--- config.mk ---
export PLATFORM = sky130hd
export DESIGN_NAME = tdc_meas_ctrl_flat
export DESIGN_NICKNAME = d
export VERILOG_FILES = /design/src/rtl/tdc_ctrl_pkg.sv /design/src/rtl/tdc_meas_ctrl_if.sv /design/src/rtl/tdc_stop_sync.sv /design/src/rtl/tdc_meas_ctrl.sv /design/src/flat_wrapper.sv
export SDC_FILE = /design/constraint.sdc
export NUM_CORES = 1
export LEC_CHECK = 0
export CAP_MARGIN = 5
export CORE_MARGIN = 2
export CORE_UTILIZATION = 45
export DETAILED_ROUTE_END_ITERATION = 10
export PLACE_DENSITY_LB_ADDON = 0.08
export SLEW_MARGIN = 20
export SYNTH_ARGS = -nofsm -noshare
export SYNTH_HDL_FRONTEND = slang
export SYNTH_SLANG_ARGS = --single-unit
--- constraint.sdc ---
create_clock -name clk -period 2.3 [get_ports clk]
set_input_delay 0.69 -clock clk [delete_from_list [all_inputs] [get_ports clk]]
set_output_delay 0.69 -clock clk [all_outputs]
set_load 0.02 [all_outputs]
--- src/rtl/tdc_ctrl_pkg.sv ---
// Shared types and constants for the TDC measurement sequencer.
// Optional macro TDC_SEQ_NUM_EN widens the frame with a leading sequence byte.
package tdc_ctrl_pkg;

   typedef enum logic [2:0] {
      IDLE,
      ARM,
      RUN,
      CAPTURE,
      SEND,
      DONE
   } state_e;

   localparam logic [3:0] STATUS_MARKER = 4'hA;

`ifdef TDC_SEQ_NUM_EN
   localparam int FRAME_BYTES = 5;
`else
   localparam int FRAME_BYTES = 4;
`endif

   localparam int IDX_W = $clog2(FRAME_BYTES);

   // Status byte: fixed marker nibble in the top half, timeout flag in bit 0.
   function automatic logic [7:0] statusByte(input logic timedOut);
      return {STATUS_MARKER, 3'b000, timedOut};
   endfunction

endpackage

--- src/rtl/tdc_meas_ctrl_if.sv ---
// Byte stream handshake from the measurement sequencer to the UART transmitter.
// The sequencer is the master; the UART TX side is the slave.
interface tdc_meas_ctrl_if;

   logic [7:0] tx_data;
   logic       tx_valid;
   logic       tx_ready;

   modport master (
      output tx_data,
      output tx_valid,
      input  tx_ready
   );

   modport slave (
      input  tx_data,
      input  tx_valid,
      output tx_ready
   );

endinterface

--- src/rtl/tdc_stop_sync.sv ---
// Synchronizer and rising-edge detector for the asynchronous stop pin.
// The stop pulse appears SYNC_STAGES+1 cycles after the pin is first sampled high.
module tdc_stop_sync #(
   parameter int SYNC_STAGES = 2
) (
   input  logic clk,
   input  logic rst_n,
   input  logic stop_async,
   output logic stop_pulse
);

   logic [SYNC_STAGES-1:0] sync_q;
   logic                   stopPrev_q;
   logic                   pulse_q;

   // Shift the raw pin through the synchronizer chain, then register a one-cycle
   // pulse on each low-to-high transition of the synchronized level.
   always_ff @(posedge clk or negedge rst_n) begin
      if (!rst_n) begin
         sync_q     <= '0;
         stopPrev_q <= 1'b0;
         pulse_q    <= 1'b0;
      end else begin
         sync_q     <= {sync_q[SYNC_STAGES-2:0], stop_async};
         stopPrev_q <= sync_q[SYNC_STAGES-1];
         pulse_q    <= sync_q[SYNC_STAGES-1] & ~stopPrev_q;
      end
   end

   assign stop_pulse = pulse_q;

endmodule

--- src/rtl/tdc_meas_ctrl.sv ---
// Measurement sequencer for the TDC core: arms the TDC, counts coarse cycles until
// stop or timeout, captures coarse and fine values and streams a byte frame to UART TX.
// Optional macro TDC_SEQ_NUM_EN adds a leading 8-bit sequence number to every frame.
module tdc_meas_ctrl
   import tdc_ctrl_pkg::*;
#(
   parameter int COARSE_W       = 16,
   parameter int FINE_W         = 8,
   parameter int TIMEOUT_CYCLES = 50000,
   parameter int SYNC_STAGES    = 2
) (
   input  logic              clk,
   input  logic              rst_n,
   input  logic              start,
   input  logic              stop_async,
   input  logic [FINE_W-1:0] fine_code,
   output logic              tdc_clr,
   output logic              tdc_en,
   output logic              busy,
   output logic              timeout,
   output logic              eot,
   tdc_meas_ctrl_if.master   tx
);

   localparam logic [COARSE_W-1:0] TIMEOUT_VAL = COARSE_W'(TIMEOUT_CYCLES);
   localparam logic [IDX_W-1:0]    LAST_IDX    = IDX_W'(FRAME_BYTES - 1);

   state_e              state_q, state_d;
   logic [COARSE_W-1:0] cnt_q, cnt_d;
   logic [15:0]         coarse_q, coarse_d;
   logic [7:0]          fine_q, fine_d;
   logic                timeout_q, timeout_d;
   logic [IDX_W-1:0]    idx_q, idx_d;
   logic                stopPulse;
   logic [7:0]          frameByte;
`ifdef TDC_SEQ_NUM_EN
   logic [7:0]          seq_q, seq_d;
`endif

   tdc_stop_sync #(
      .SYNC_STAGES (SYNC_STAGES)
   ) u_stop_sync (
      .clk        (clk),
      .rst_n      (rst_n),
      .stop_async (stop_async),
      .stop_pulse (stopPulse)
   );

   // State, counter, capture and frame-index registers; reset returns everything to idle.
   always_ff @(posedge clk or negedge rst_n) begin
      if (!rst_n) begin
         state_q   <= IDLE;
         cnt_q     <= '0;
         coarse_q  <= '0;
         fine_q    <= '0;
         timeout_q <= 1'b0;
         idx_q     <= '0;
`ifdef TDC_SEQ_NUM_EN
         seq_q     <= '0;
`endif
      end else begin
         state_q   <= state_d;
         cnt_q     <= cnt_d;
         coarse_q  <= coarse_d;
         fine_q    <= fine_d;
         timeout_q <= timeout_d;
         idx_q     <= idx_d;
`ifdef TDC_SEQ_NUM_EN
         seq_q     <= seq_d;
`endif
      end
   end

   // Next-state logic: a stop pulse in RUN beats the timeout compare in the same cycle,
   // and start is only honoured from IDLE so requests during a measurement are dropped.
   always_comb begin
      state_d   = state_q;
      cnt_d     = cnt_q;
      coarse_d  = coarse_q;
      fine_d    = fine_q;
      timeout_d = timeout_q;
      idx_d     = idx_q;
`ifdef TDC_SEQ_NUM_EN
      seq_d     = seq_q;
`endif
      case (state_q)
         IDLE: begin
            if (start) begin
               state_d = ARM;
            end
         end
         ARM: begin
            cnt_d     = '0;
            timeout_d = 1'b0;
            state_d   = RUN;
         end
         RUN: begin
            cnt_d = cnt_q + COARSE_W'(1);
            if (stopPulse) begin
               coarse_d                 = '0;
               coarse_d[COARSE_W-1:0]   = cnt_q;
               fine_d                   = '0;
               fine_d[FINE_W-1:0]       = fine_code;
               timeout_d                = 1'b0;
               state_d                  = CAPTURE;
            end else if (cnt_q == TIMEOUT_VAL) begin
               coarse_d                 = '0;
               coarse_d[COARSE_W-1:0]   = TIMEOUT_VAL;
               fine_d                   = '0;
               timeout_d                = 1'b1;
               state_d                  = CAPTURE;
            end
         end
         CAPTURE: begin
            idx_d   = '0;
            state_d = SEND;
         end
         SEND: begin
            if (tx.tx_ready) begin
               if (idx_q == LAST_IDX) begin
                  state_d = DONE;
               end else begin
                  idx_d = idx_q + IDX_W'(1);
               end
            end
         end
         DONE: begin
`ifdef TDC_SEQ_NUM_EN
            seq_d = seq_q + 8'd1;
`endif
            state_d = IDLE;
         end
         default: begin
            state_d = IDLE;
         end
      endcase
   end

   // Frame byte selection from the captured values; the index only moves on a handshake,
   // so the selected byte stays stable while the transmitter stalls.
   always_comb begin
      frameByte = 8'h00;
`ifdef TDC_SEQ_NUM_EN
      case (idx_q)
         IDX_W'(0): frameByte = seq_q;
         IDX_W'(1): frameByte = coarse_q[15:8];
         IDX_W'(2): frameByte = coarse_q[7:0];
         IDX_W'(3): frameByte = fine_q;
         IDX_W'(4): frameByte = statusByte(timeout_q);
         default:   frameByte = 8'h00;
      endcase
`else
      case (idx_q)
         IDX_W'(0): frameByte = coarse_q[15:8];
         IDX_W'(1): frameByte = coarse_q[7:0];
         IDX_W'(2): frameByte = fine_q;
         IDX_W'(3): frameByte = statusByte(timeout_q);
         default:   frameByte = 8'h00;
      endcase
`endif
   end

   // Outputs decode directly from the current state so a reset silences them at once.
   always_comb begin
      tdc_clr     = (state_q == ARM);
      tdc_en      = (state_q == RUN);
      busy        = (state_q != IDLE);
      eot         = (state_q == DONE);
      timeout     = timeout_q;
      tx.tx_valid = (state_q == SEND);
      tx.tx_data  = (state_q == SEND) ? frameByte : 8'h00;
   end

endmodule

--- src/flat_wrapper.sv ---
// flat-port wrapper written by rule: the top's interface ports become plain ports
module tdc_meas_ctrl_flat import tdc_ctrl_pkg::*;
#(
   parameter int COARSE_W       = 16,
   parameter int FINE_W         = 8,
   parameter int TIMEOUT_CYCLES = 50000,
   parameter int SYNC_STAGES    = 2
)
  (clk, rst_n, start, stop_async, fine_code, tdc_clr, tdc_en, busy, timeout, eot, tx_tx_data, tx_tx_valid, tx_tx_ready);
  tdc_meas_ctrl_if tx_i ();
  input  logic clk;
  input  logic rst_n;
  input  logic start;
  input  logic stop_async;
  input  logic [FINE_W-1:0] fine_code;
  output logic tdc_clr;
  output logic tdc_en;
  output logic busy;
  output logic timeout;
  output logic eot;
  output wire logic [$bits(tx_i.tx_data)-1:0] tx_tx_data;
  output wire logic [$bits(tx_i.tx_valid)-1:0] tx_tx_valid;
  input wire logic [$bits(tx_i.tx_ready)-1:0] tx_tx_ready;
  assign tx_tx_data = tx_i.tx_data;
  assign tx_tx_valid = tx_i.tx_valid;
  assign tx_i.tx_ready = tx_tx_ready;
  tdc_meas_ctrl #(.COARSE_W(COARSE_W), .FINE_W(FINE_W), .TIMEOUT_CYCLES(TIMEOUT_CYCLES), .SYNC_STAGES(SYNC_STAGES)) u_core (.clk(clk), .rst_n(rst_n), .start(start), .stop_async(stop_async), .fine_code(fine_code), .tdc_clr(tdc_clr), .tdc_en(tdc_en), .busy(busy), .timeout(timeout), .eot(eot), .tx(tx_i));
endmodule
# == Word level (Yosys, flattened, before mapping) ==
# Index checks and enable logic that the tools add are counted.
# W data, S select, Z words.
# word_totals
register_bits,50
input_bits,13
out_inout_bits,14
wordCells,56
# op_classes
n_addsub,2
n_eq_ne,14
muxes,19
bitwise_logic,2
n_reduce_logical,10
# op_table
operator,count
$mux W16,2
$pmux W16 S2,1
$pmux W8 S4,1
$mux W8,3
$add A16 B1 Y16 const B,1
$eq A16 B16 Y1 const B,1
$mux W3,5
$pmux W3 S5,1
$eq A3 B2 Y1 const B,2
$eq A3 B3 Y1 const B,2
$reduce_bool A2 Y1,3
$eq A2 B2 Y1 const B,2
$mux W2,2
$ne A2 B1 Y1 const B,2
$ne A2 B2 Y1 const B,2
$pmux W2 S2,1
$reduce_and A2 Y1,2
$reduce_and A4 Y1,1
$eq A3 B1 Y1 const B,1
$logic_not A3 Y1,1
$ne A3 B1 Y1 const B,1
$reduce_and A3 Y1,1
$reduce_bool A3 Y1,1
$add A2 B1 Y2 const B,1
6 further kinds,7

# == Depth between registers and ports, before layout ==
# logic_depth
depth_word,4
mapped_depth,7
ltp_nobuf,6

# == Hierarchy ==
# Synthesis repeated with hierarchy kept, for this count alone.
# hier_totals
cells_unflattened,242
area_unflattened_um2,2494.9
# modules_own_cells
module,instances,cells_each,area_each_um2,seq_area_each_um2
tdc_meas_ctrl,1,237,2381.0,1151.1
tdc_stop_sync,1,5,113.9,100.1

# == Worst setup path before layout ==
# OpenSTA, ideal clock, no wires.
# synth_path
path_type,register to output
startpoint,reg u_core.idx_q[0]
endpoint,out tx_tx_data[5]
arrival_time_ns,1.642
required_time_ns,1.610
path_slack_ns,-0.032
stages_incl_launch_ff,6
path_buffers,2
path_cell_list,dfrtp_1 inv_1 ha_1 clkbuf_1 clkbuf_1 a221oi_1
# synth_between
elab_chain_len,3
elab_cells_between_ends,6
cone_classes,3 x eq/ne; 2 x mux; 1 x reduce/logical
# synth_rtl
element,line,text
from (decl),tdc_meas_ctrl.sv:33,"logic [IDX_W-1:0] idx_q, idx_d;"
from (signal assigned),tdc_meas_ctrl.sv:67,idx_q <= idx_d;
$eq A2 B2 Y1 (tied with other cells),tdc_meas_ctrl.sv:153,case (idx_q)
$pmux W8 S4 (*),tdc_meas_ctrl.sv:153,
$mux W8 (*),tdc_meas_ctrl.sv:171,tx.tx_data = (state_q == SEND) ? frameByte : 8'h00;
to (decl),flat_wrapper.sv:21,output wire logic [$bits(tx_i.tx_data)-1:0] tx_tx_data;
# Mark *: on every way between the ends. The rest lies on a longest branch, timed or not.

# == Worst setup path after layout ==
# layout_path
startpoint,reg u_core.idx_q[1]
endpoint,out tx_tx_data[0]
# Same word-level chain as after synthesis.

==> impl_metrics.tcl <==
set metrics [dict create \
    endpoint "tx_tx_data[0]" \
    htreeDepth 2 \
    drive_gt1_frac 0.236 \
    synth_top_family_by_area "compound AO/OA/AOI/OAI gates" \
    path_cells "inv_4 > ha_4 > a222oi_1 > nor2_1 > a21oi_1 > nor2_1 > buf_4" \
    combPwrFrac 0.441 \
    coreArea_um2 5110 \
    synthesis.area_um2 2390 \
    syn_to_final_growth_pct 27.6 \
    grt_pass1_vias 1840 \
    worst_clock_skew_ps 2.95 \
    io_buffer_count 26 \
    worstPathRequired_ps 1610 \
    ios 27 \
    initialDrtViolationCount 88 \
    worst_slew_pin_slew_ps 833 \
    synth_edf_count 0 \
    rrSetupSlack_ps 310 \
    wl_per_cell_um 16.9 \
    clock_latency_ps 300 \
    syn_inst 231 \
    grt-ovfl-total 0 \
    drtPass1Iterations 4 \
    synth-adder-area-share 0.0314 \
    finalCriticalPeriod_ps 2400 \
    hold_viol_final 0 \
    cts-root-buf "clkbuf_8" \
    crit_arrival_ps 1710 \
    r2r_cells 4 \
    critPathLaunch "u_core.idx_q[1]$_DFFE_PN0P_" \
    cts_tree "built" \
    cp_common_cell "nor2_1" \
    timing.rr.end "u_core.fine_q[0]$_DFFE_PN0P_" \
    clock-sinks 50 \
    postPlaceCellArea_um2 2860 \
    cellPowerDensity_nw_per_um2 1090 \
    viasPerCell 5.53 \
    hp-class "in -> async" \
    fill_cells 447 \
    syn-mean-instance-area_um2 10.3 \
    cp_slowest_cell "dfrtp_2" \
    p_leak_uw 0.00143 \
    gp_congestion 0.860 \
    cp.depth 7 \
    synth-compound-area-share 0.194 \
    grt_pass1_wl_um 9520 \
    worstSetupEndpointType "output pin" \
    slew_headroom 0.445 \
    synth.area.mux_share 0.0335 \
    max_stage_delay_ps 460 \
    start_kind "register" \
    critPathKind "reg -> out" \
    synth_top_cells_by_area "dfrtp_1 52%, a22o_1 6.2%, mux2i_1 3.4%" \
    start_util 0.468 \
    fin_tns_setup_ps -212 \
    crit_fanout 8 \
    seq_power_share 0.399 \
    path_clk_slew_ps 90 \
    max_freq_ghz 0.416 \
    clockBufferDepth 2 \
    die_h_um 76.9 \
    synthArstFlopShare 1.00 \
    p_clk_frac 0.160 \
    dp_slack_ps -319 \
    wirelength_um 5920 \
    grt_usage 0.207 \
    cap_violations 0 \
    n_antenna_cell 0 \
    dieWidth_um 76.9 \
    dieArea_um2 5910 \
    fin_util 0.597 \
    synth.distinct_cells 47 \
    synthSimpleGateAreaFrac 0.174 \
    fin_crit_sh 1.05 \
    vdd.ir_drop.worst_uv 572 \
    rsz0062_at_grt "true" \
    dp_hpwl_um 4090 \
    final_nets 298 \
    switching_share 0.387 \
    r2r_start "u_core.cnt_q[13]$_DFFE_PN0P_" \
    synth_top_cell_area_share 0.524 \
    finalMaxSlewViolations 0 \
    critPathBufInv 2 \
    syn_nets 250 \
    drc 0 \
    synth_ff_type "dfrtp_1" \
    synth_seq_cells 50 \
    grt_max_degree 31 \
    violations "setup timing" \
    yosys.area.top_type "dfrtp_1" \
    crit_family "flip-flops" \
    ys_seq_area_frac 0.524 \
    ys_warn_count 0 \
    vias 1937 \
    final-setup-viol-count 5 \
    rows 26 \
    synth_xor_area_frac 0 \
    outcome "finished, violations left" \
    fin_ws_ps -105 \
    p_sw_uw 1280 \
    ant_nets 0 \
    intPower_uw 2030 \
    design_area_um2 3050 \
    numCtsBuffers 5 \
    grt_antenna_before_repair 0 \
    hold_slack_ps 357 \
]
layout by cell type, fill, tap and decap left out, drive strengths merged, types with 3 or more instances in the layout:
master / instances
a21oi: 12
nand2: 20
clkbuf: 9
nor2: 20
clkdlybuf4s50: 12
inv: 12
a22o: 17
dfrtp: 50
mux2i: 8
nand3: 5
o22a: 3
a22oi: 5
nand4: 7
o21ai: 12
ha: 6
dlygate4sd2: 3
and2: 4
buf: 36
routing by layer:
layer  global-route usage  vias to the layer above  part of all wire
li1                     -                      943                 -
met1                0.294                      950              0.47
met2                0.318                       38              0.48
met3               0.0412                        6             0.036
met4               0.0691                        0             0.011
met5                    0                        -                 0
flip-flops by register name (all words and copies together) (netlist names):
signal,flops
u_core.u_stop_sync.stop_pulse,1
u_core.cnt_q,16
u_core.state_q,3
u_core.coarse_q,16
u_core.fine_q,8
u_core.u_stop_sync.stopPrev_q,1
u_core.u_stop_sync.sync_q,2
u_core.idx_q,2
u_core.timeout,1
power by group through the flow:
| stage | registers (uW) | logic, uW | clock network (uW) |
|---|---|---|---|
| 6_report | 1320 | 1460 | 531 |
| 5_1_grt | 1340 | 1590 | 578 |
| 4_1_cts | 1300 | 1380 | 545 |
| 3_5_place_dp | 1290 | 1340 | 0 |
| 3_3_place_gp | 1300 | 1310 | 0 |
| 2_1_floorplan | 1260 | 803 | 0 |
kinds of logic (layout without fill, tap and decap cells):
kind of cell,Yosys count,count (layout)
buffers and inverters,25,74
flip-flops,50,50
multiplexers,8,8
adder cells (fa/ha/maj),6,6
AO/OA/AOI/OAI,65,65
AND/OR/NAND/NOR,77,77
area by class of cell:
class | instances | area (um^2) | area share
flip-flops and latches | 50 | 1250 | 0.412
repair buffers | 53 | 437 | 0.143
inverters | 13 | 53.8 | 0.0176
well taps | 70 | 87.6 | 0.0287
clock buffers | 7 | 86.3 | 0.0283
multi-input cells | 156 | 1120 | 0.369
clock inverters | 1 | 5.00 | 0.00164
how the worst min path moves through the flow:
stage / from / endpoint / slack [ps] / depth (start not counted)
after global routing: u_core.u_stop_sync.sync_q[0]$_DFF_PN0_ / u_core.u_stop_sync.sync_q[1]$_DFF_PN0_ / 370 / 0
after global placement: u_core.u_stop_sync.sync_q[0]$_DFF_PN0_ / u_core.u_stop_sync.sync_q[1]$_DFF_PN0_ / 330 / 0
after floorplan: u_core.u_stop_sync.sync_q[0]$_DFF_PN0_ / u_core.u_stop_sync.sync_q[1]$_DFF_PN0_ / 330 / 0
after CTS: u_core.u_stop_sync.sync_q[0]$_DFF_PN0_ / u_core.u_stop_sync.sync_q[1]$_DFF_PN0_ / 360 / 0
final: rst_n / u_core.state_q[2]$_DFFE_PN0P_ / 360 / 1
after detailed placement: u_core.u_stop_sync.sync_q[0]$_DFF_PN0_ / u_core.u_stop_sync.sync_q[1]$_DFF_PN0_ / 340 / 0
per-stage QoR:
step	power, uW	std cells
final	3310	350
after CTS	3230	346
after floorplan	2060	231
after global placement	2610	338
after global routing	3510	350
after detailed placement	2630	338
what timing repair did:
action                                  in CTS  in global routing
pin swaps                                    3                  7
hold endpoints to repair                     0                  0
setup buffers                                0                  4
resized for setup                           59                 13
hold buffers                                 0                  0
endpoints found under the setup margin      13                 12
cells in the mapped netlist, types with 4 or more instances:
cell	n
dfrtp_1	50
nand2_1	20
nor2_1	20
a22o_1	17
a21oi_1	12
inv_1	9
o21ai_1	9
clkbuf_1	8
mux2i_1	8
nand4_1	7
ha_1	6
a22oi_1	5
nand3_1	5
and2_1	4
worst register-to-register path, delay by kind of cell (launching register included):
kind	cells	cell delay (ps)
and+or+nand+nor	2	870
AOI/OAI and AO/OA	2	560
DFF	1	450
Note: power is estimated with default switching activity, not from simulation.
